`src/rtl/usensor_pkg.sv`:
```
// Shared definitions for the ultrasonic ranging responder and its controller:
// FSM state encoding and the 50 MHz timing constants both ends agree on.
package usensor_pkg;

    // Responder FSM states (3-bit, legacy-compatible constants)
    localparam logic [2:0] ST_IDLE      = 3'd0;
    localparam logic [2:0] ST_TRIG_HIGH = 3'd1;
    localparam logic [2:0] ST_BURST     = 3'd2;
    localparam logic [2:0] ST_ECHO      = 3'd3;
    localparam logic [2:0] ST_HOLDOFF   = 3'd4;

    // Timing at 50 MHz, all in clock cycles
    localparam int unsigned CNT_W_50M    = 21;
    localparam int unsigned TRIG_MIN_50M = 500;      // 10 us qualifying trig
    localparam int unsigned BURST_50M    = 10000;    // 200 us 40 kHz burst
    localparam int unsigned ECHO_MAX_50M = 1900000;  // 38 ms no-object echo
    localparam int unsigned HOLDOFF_50M  = 500000;   // 10 ms dead time

endpackage

```
`src/rtl/sync_2ff.sv`:
```
// Two-stage synchronizer for a single asynchronous bit. Output lags the input
// by two clock edges; both stages clear on reset.
module sync_2ff (
    input  logic clk,
    input  logic rst_n,
    input  logic d_i,
    output logic q_o
);

    logic meta_q;
    logic sync_q;

    // Shift the raw input through two flops to resolve metastability
    always_ff @(posedge clk or negedge rst_n) begin
        // NOTE: non-blocking assignments so both stages sample the pre-edge values.
        if (!rst_n) begin
            meta_q <= 1'b0;
            sync_q <= 1'b0;
        end else begin
            meta_q <= d_i;
            sync_q <= meta_q;
        end
    end

    assign q_o = sync_q;

endmodule

```
`src/rtl/usensor_responder.sv`:
```
// HC-SR04 style far-end emulator: qualifies a trig pulse from the controller,
// waits out the burst time, then answers with an echo of programmable width
// followed by a holdoff during which further trigs are ignored.
module usensor_responder
    import usensor_pkg::*;
#(
    parameter int unsigned CNT_W        = CNT_W_50M,
    parameter int unsigned TRIG_MIN     = TRIG_MIN_50M,
    parameter int unsigned BURST_CYCLES = BURST_50M,
    parameter int unsigned ECHO_MAX     = ECHO_MAX_50M,
    parameter int unsigned HOLDOFF      = HOLDOFF_50M
) (
    input  logic             clock,
    input  logic             resetn,
    input  logic             trig,
    input  logic [CNT_W-1:0] echo_width,
    output logic             echo,
    output logic             busy,
    output logic             short_trig,
    output logic [7:0]       pulse_count
);

    // Every timing value must fit in the counters and be at least one cycle.
    generate
        if (((ECHO_MAX >> CNT_W) != 0) || ((TRIG_MIN >> CNT_W) != 0) ||
            ((BURST_CYCLES >> CNT_W) != 0) || ((HOLDOFF >> CNT_W) != 0) ||
            (ECHO_MAX == 0) || (TRIG_MIN == 0) || (BURST_CYCLES == 0) ||
            (HOLDOFF == 0)) begin : g_bad_params
            $error("usensor_responder: timing parameters must be 1..2**CNT_W-1");
        end
    endgenerate

    localparam logic [CNT_W-1:0] TRIG_MIN_C   = CNT_W'(TRIG_MIN);
    localparam logic [CNT_W-1:0] BURST_LAST_C = CNT_W'(BURST_CYCLES - 1);
    localparam logic [CNT_W-1:0] ECHO_MAX_C   = CNT_W'(ECHO_MAX);
    localparam logic [CNT_W-1:0] HOLD_LAST_C  = CNT_W'(HOLDOFF - 1);
    localparam logic [CNT_W-1:0] ONE_C        = CNT_W'(1);

    logic             ts;
    logic [2:0]       state_q, state_d;
    logic [CNT_W-1:0] cnt_q, cnt_d;
    logic [CNT_W-1:0] width_q, width_d;
    logic             echo_q, echo_d;
    logic             short_q, short_d;
    logic [7:0]       count_q, count_d;
    logic [CNT_W-1:0] width_req;

    sync_2ff u_trig_sync (
        .clk   (clock),
        .rst_n (resetn),
        .d_i   (trig),
        .q_o   (ts)
    );

    // Zero means "no object" and anything beyond the timeout is clamped to it
    assign width_req = ((echo_width == '0) || (echo_width > ECHO_MAX_C)) ?
                       ECHO_MAX_C : echo_width;

    // Next-state logic: trig qualification, burst delay, echo width, holdoff
    always_comb begin
        // NOTE: every output gets a default first so no path can infer a latch.
        state_d = state_q;
        cnt_d   = cnt_q;
        width_d = width_q;
        echo_d  = echo_q;
        short_d = 1'b0;
        count_d = count_q;

        case (state_q)
            ST_IDLE: begin
                if (ts) begin
                    state_d = ST_TRIG_HIGH;
                    cnt_d   = ONE_C;
                end
            end

            ST_TRIG_HIGH: begin
                if (ts) begin
                    // Saturate so a trig held forever never wraps the counter
                    if (cnt_q != TRIG_MIN_C) begin
                        cnt_d = cnt_q + ONE_C;
                    end
                end else if (cnt_q == TRIG_MIN_C) begin
                    // Width is frozen here; later echo_width changes are ignored
                    state_d = ST_BURST;
                    cnt_d   = '0;
                    width_d = width_req;
                end else begin
                    state_d = ST_IDLE;
                    cnt_d   = '0;
                    short_d = 1'b1;
                end
            end

            ST_BURST: begin
                if (cnt_q == BURST_LAST_C) begin
                    state_d = ST_ECHO;
                    cnt_d   = '0;
                    echo_d  = 1'b1;
                end else begin
                    cnt_d = cnt_q + ONE_C;
                end
            end

            ST_ECHO: begin
                if (cnt_q == width_q - ONE_C) begin
                    state_d = ST_HOLDOFF;
                    cnt_d   = '0;
                    echo_d  = 1'b0;
                    count_d = count_q + 8'd1;
                end else begin
                    cnt_d = cnt_q + ONE_C;
                end
            end

            ST_HOLDOFF: begin
                if (cnt_q == HOLD_LAST_C) begin
                    state_d = ST_IDLE;
                    cnt_d   = '0;
                end else begin
                    cnt_d = cnt_q + ONE_C;
                end
            end

            default: begin
                state_d = ST_IDLE;
                cnt_d   = '0;
                echo_d  = 1'b0;
            end
        endcase
    end

    // State registers; reset drops echo immediately, independent of the clock
    always_ff @(posedge clock or negedge resetn) begin
        if (!resetn) begin
            state_q <= ST_IDLE;
            cnt_q   <= '0;
            width_q <= '0;
            echo_q  <= 1'b0;
            short_q <= 1'b0;
            count_q <= '0;
        end else begin
            state_q <= state_d;
            cnt_q   <= cnt_d;
            width_q <= width_d;
            echo_q  <= echo_d;
            short_q <= short_d;
            count_q <= count_d;
        end
    end

    assign echo        = echo_q;
    assign busy        = (state_q != ST_IDLE);
    assign short_trig  = short_q;
    assign pulse_count = count_q;

endmodule

```
`config.mk`:
```
export PLATFORM = sky130hd
export DESIGN_NAME = usensor_responder
export DESIGN_NICKNAME = d
export VERILOG_FILES = /design/src/rtl/usensor_pkg.sv /design/src/rtl/sync_2ff.sv /design/src/rtl/usensor_responder.sv
export SDC_FILE = /design/constraint.sdc
export NUM_CORES = 1
export LEC_CHECK = 0
export CORE_ASPECT_RATIO = 1.1
export CORE_MARGIN = 1.5
export CORE_UTILIZATION = 45
export CTS_CLUSTER_DIAMETER = 100
export CTS_CLUSTER_SIZE = 20
export DETAILED_ROUTE_END_ITERATION = 16
export GPL_TIMING_DRIVEN = 0
export PLACE_DENSITY = 0.72
export SKIP_CTS_REPAIR_TIMING = 1
export SLEW_MARGIN = 25
export SYNTH_ARGS = -nofsm -noshare
export SYNTH_HDL_FRONTEND = slang
export SYNTH_SLANG_ARGS = --single-unit
```
`constraint.sdc`:
```
create_clock -name clock -period 2.8 [get_ports clock]
set_input_delay 0.28 -clock clock [delete_from_list [all_inputs] [get_ports clock]]
set_output_delay 0.28 -clock clock [all_outputs]
set_load 0.005 [all_outputs]
```
==> out/qor.log <==
INFO  worst_setup_path cp_data_required_time=3.05ns
INFO  drt            detail_route.wirelength=12.04mm
INFO  timing         rsz0062_at_grt=true
INFO  worst_setup_path timing.critical_path.arrival=3.10ns
INFO  pwr            ir_worst_vdd=0.2401mV
INFO  timing         final.setup_skew=0.01219ns
INFO  placement      place.port_buffers=34
INFO  final_layout   final_common_cell=sky130_fd_sc_hd__dfrtp_1
INFO  timing         layout_min_cycle_time=2.854ns
INFO  global_routing grt_pass1_wl=18.15mm
INFO  global_routing first_global_vias=3714
INFO  worst_setup_path crit_fanout=7
INFO  drt            wl_per_cell=18.91um
INFO  clock_tree     cts-buffers-inserted=9
INFO  drt            post-route-drc-count=0
INFO  timing         timing.final.ws_setup=-0.05427ns
INFO  drt            drt.antenna.violating_nets=0
INFO  worst_setup_path cpPeakStageDelay=0.45ns
INFO  pwr            power.internal=1.467mW
INFO  die            placement_rows=35
INFO  hold_path      hold_path.class=in -> reg
INFO  drt            detail_route.vias_per_cell=6.339
INFO  logic_synthesis synth.top_cell.area_share=0.3578
INFO  clock_tree     clk_path_buf_depth=2
INFO  logic_synthesis yosys.area.top_type=sky130_fd_sc_hd__dfrtp_1
INFO  logic_synthesis postSynthRegisterBits=57
INFO  final_layout   final_core_utilization=0.6159
INFO  drt            vias=4038
INFO  logic_synthesis syn_avg_cell_area=8.780um^2
INFO  die            die_width=92.74um
INFO  final_layout   n_antenna_cell=0
INFO  logic_synthesis syn-cell-area=3986um^2
INFO  worst_setup_path critPathBufInv=4
INFO  pwr            proportion_of_power_drawn_by_the_clock_network=0.470
INFO  logic_synthesis synthesis.yosys.warnings=0
INFO  global_routing track_usage=0.2500
INFO  worst_setup_path crit_path_cell_trace=inv_2, ha_4, nor3b_4, buf_6, buf_4, nor3_1, o311a_1, a221oi_2, and4bb_4, nand4_4, a21oi_4, buf_6, o41ai_2
INFO  pwr            power.switching=490.8uW
INFO  logic_synthesis postSynth.asyncResetShare=1.000
INFO  timing         achievable-frequency=0.3504GHz
INFO  placement      placed_area=4489um^2
INFO  worst_setup_path cp_launch_type=register
INFO  logic_synthesis yosysUniqueCellTypes=63
INFO  timing         timing.slew.headroom=0.3732
INFO  timing         finalCritPeriodShare=1.019
INFO  placement      gpl.final_weighted_congestion=0.8915
INFO  clock_tree     cts.clk_slew.worst_paths=0.07ns
INFO  final_layout   layout.cell_area.non_filler=5233um^2
INFO  placement      dp.final_hpwl=8.225mm
INFO  global_routing grt_antenna_before_repair=0
INFO  logic_synthesis synth_edf_count=0
INFO  clock_tree     clk_latency=0.36ns
INFO  die            floorplan.initialDensity=0.4692
INFO  worst_setup_path cp-end-kind=register
INFO  run_status     violations=negative setup slack
INFO  final_layout   most_frequent_cells_in_the_layout=sky130_fd_sc_hd__dfrtp_1 (52), sky130_fd_sc_hd__nand2_1 (44), sky130_fd_sc_hd__nor2_1 (34)
INFO  final_layout   final_layout_size_suffix_gt1_frac=0.2129
INFO  pwr            pwr-share-seq=0.434
INFO  worst_setup_path worst-setup-path-type=reg -> reg
INFO  pwr            p_leak=2.034nW
INFO  pwr            pwr_density_cell=374.3nW/um^2
INFO  die            die-height=101.7um
INFO  run_status     status=complete, but fails checks
INFO  job            maxCapViolations=0
INFO  clock_tree     tritoncts_num_sinks=57
INFO  timing         final.hold.worst_slack=0.3651ns
INFO  clock_tree     tritoncts_clock_tree=done
INFO  final_layout   fin_nets=549
INFO  worst_setup_path cp_top_family=compound AO/OA/AOI/OAI gates
INFO  pwr            power_switching_share=0.2506
INFO  global_routing global_route_total_overflow=0
INFO  worst_setup_path cp_slowest_cell=sky130_fd_sc_hd__dfrtp_2
INFO  die            design.core.area=8496um^2
INFO  drt            drt-initial-drc-count=306
INFO  clock_tree     clockRootBuffer=sky130_fd_sc_hd__clkbuf_8
INFO  logic_synthesis synth.area.top_cells=sky130_fd_sc_hd__dfrtp_1 (36%), sky130_fd_sc_hd__nand2_1 (4.2%), sky130_fd_sc_hd__xnor2_1 (3.3%)
INFO  final_layout   area_delta_synth_final=31.26%
INFO  drt            first_pass_iters=6
INFO  global_routing grt_max_degree=30
INFO  timing         slew_of_the_pin_with_the_lowest_slew_margin=0.9367ns
INFO  worst_setup_path timing.critical_path.mode_cell=sky130_fd_sc_hd__buf_6
INFO  timing         number_of_max_slew_violations_in_the_final_report=0
INFO  die            top_level_i_o_count=35
INFO  timing         setup_viol=18
INFO  pwr            comb_power_share=0.096
INFO  die            dieArea=9433um^2
INFO  logic_synthesis main_flop_type_after_synthesis=sky130_fd_sc_hd__dfrtp_1
INFO  timing         timing_hold_violations_final=0
INFO  logic_synthesis syn_inst=454
INFO  logic_synthesis synth_nets=482
INFO  logic_synthesis synth_sequential_area_ratio=0.3578
INFO  clock_tree     cts_max_level=3
==> power by group through the flow <==
| stage | clock, mW | combinational, mW | sequential (mW) |
|---|---|---|---|
| final | 0.920 | 0.188 | 0.851 |
| after global routing | 0.960 | 0.203 | 0.851 |
| after CTS | 0.922 | 0.166 | 0.846 |
| after detailed placement | 0 | 0.166 | 0.862 |
| after global placement | 0 | 0.159 | 0.862 |
| after floorplan | 0 | 0.0797 | 0.858 |
==> sequential cells by signal (all words and copies together) (netlist names) <==
register            cells
pulse_count             8
width_q                21
u_trig_sync.meta_q      1
u_trig_sync.q_o         1
echo                    1
state_q                 3
short_trig              1
cnt_q                  21
==> kinds of logic (layout without fill, tap and decap cells) <==
group,after synthesis,count (layout),share of synthesized area
AND/OR/NAND/NOR,206,206,0.3085
AO/OA/AOI/OAI,115,115,0.2075
flip-flops,57,57,0.3578
buffers and inverters,41,113,0.04237
XOR/XNOR,29,29,0.06560
adder cells (fa/ha/maj),4,4,0.01256
multiplexers,2,2,0.005649
==> cells in the mapped netlist (all sizes together) (3+ instances only) <==
library cell / instances
o22a: 10
o211ai: 3
nand2b: 6
nor2b: 4
o41ai: 12
xnor2: 16
o2bb2ai: 9
a221oi: 4
or4: 5
buf: 5
a21oi: 20
o21ai: 20
a41oi: 5
nand4: 15
xor2: 13
dfrtp: 57
and4: 6
nand3: 18
nor3b: 5
a22oi: 3
or3: 11
clkbuf: 27
a22o: 6
nand3b: 5
and2: 4
ha: 4
nand2: 47
nor3: 17
inv: 9
a21boi: 5
o31ai: 4
nor2: 34
nor4: 13
and3: 9
==> final timing paths <==
| kind | start | to | slack, ns | cells past startpoint |
|---|---|---|---|---|
| worst min register to register | u_trig_sync.meta_q$_DFF_PN0_ | u_trig_sync.q_o$_DFF_PN0_ | 0.39 | 0 |
| worst max register to register | width_q[1]$_DFFE_PN0P_ | cnt_q[5]$_DFFE_PN0P_ | -0.05 | 13 |
| worst min-delay path | trig | u_trig_sync.meta_q$_DFF_PN0_ | 0.37 | 1 |
| min in group asynchronous | resetn | cnt_q[16]$_DFFE_PN0P_ | 0.40 | 2 |
| worst max-delay path | width_q[1]$_DFFE_PN0P_ | cnt_q[5]$_DFFE_PN0P_ | -0.05 | 13 |
| max in group asynchronous | resetn | width_q[9]$_DFFE_PN0P_ | 1.89 | 3 |
==> stage by stage <==
stage / TNS, ns / setup WS, ns / total power [mW] / cells
after floorplan: 0 / 0.008394 / 0.9374 / 454
after global placement: -35.58 / -0.4306 / 1.020 / 599
after detailed placement: -15.26 / -0.5023 / 1.028 / 600
after CTS: -15.47 / -0.5093 / 1.934 / 616
after global routing: -2.568 / -0.1588 / 2.015 / 637
final: -0.4290 / -0.05427 / 1.958 / 637
==> layout make-up <==
| type | instances | area [um^2] |
|---|---|---|
| fillers | 720 | 3263 |
| multi-input cells | 356 | 2651 |
| flip-flops and latches | 57 | 1433 |
| repair buffers | 58 | 574.3 |
| plain buffers | 30 | 171.4 |
| clock buffers | 12 | 155.1 |
| well taps | 111 | 138.9 |
| clock inverters | 4 | 75.07 |
| inverters | 9 | 33.78 |
==> layer usage <==
metal,vias up,wire [um],GRT usage
li1,1858,-,-
met1,1950,4835,0.3012
met2,190,6004,0.4259
met3,40,751,0.05255
met4,0,451,0.1235
met5,-,0,0
(Power assumes the default switching activity.)
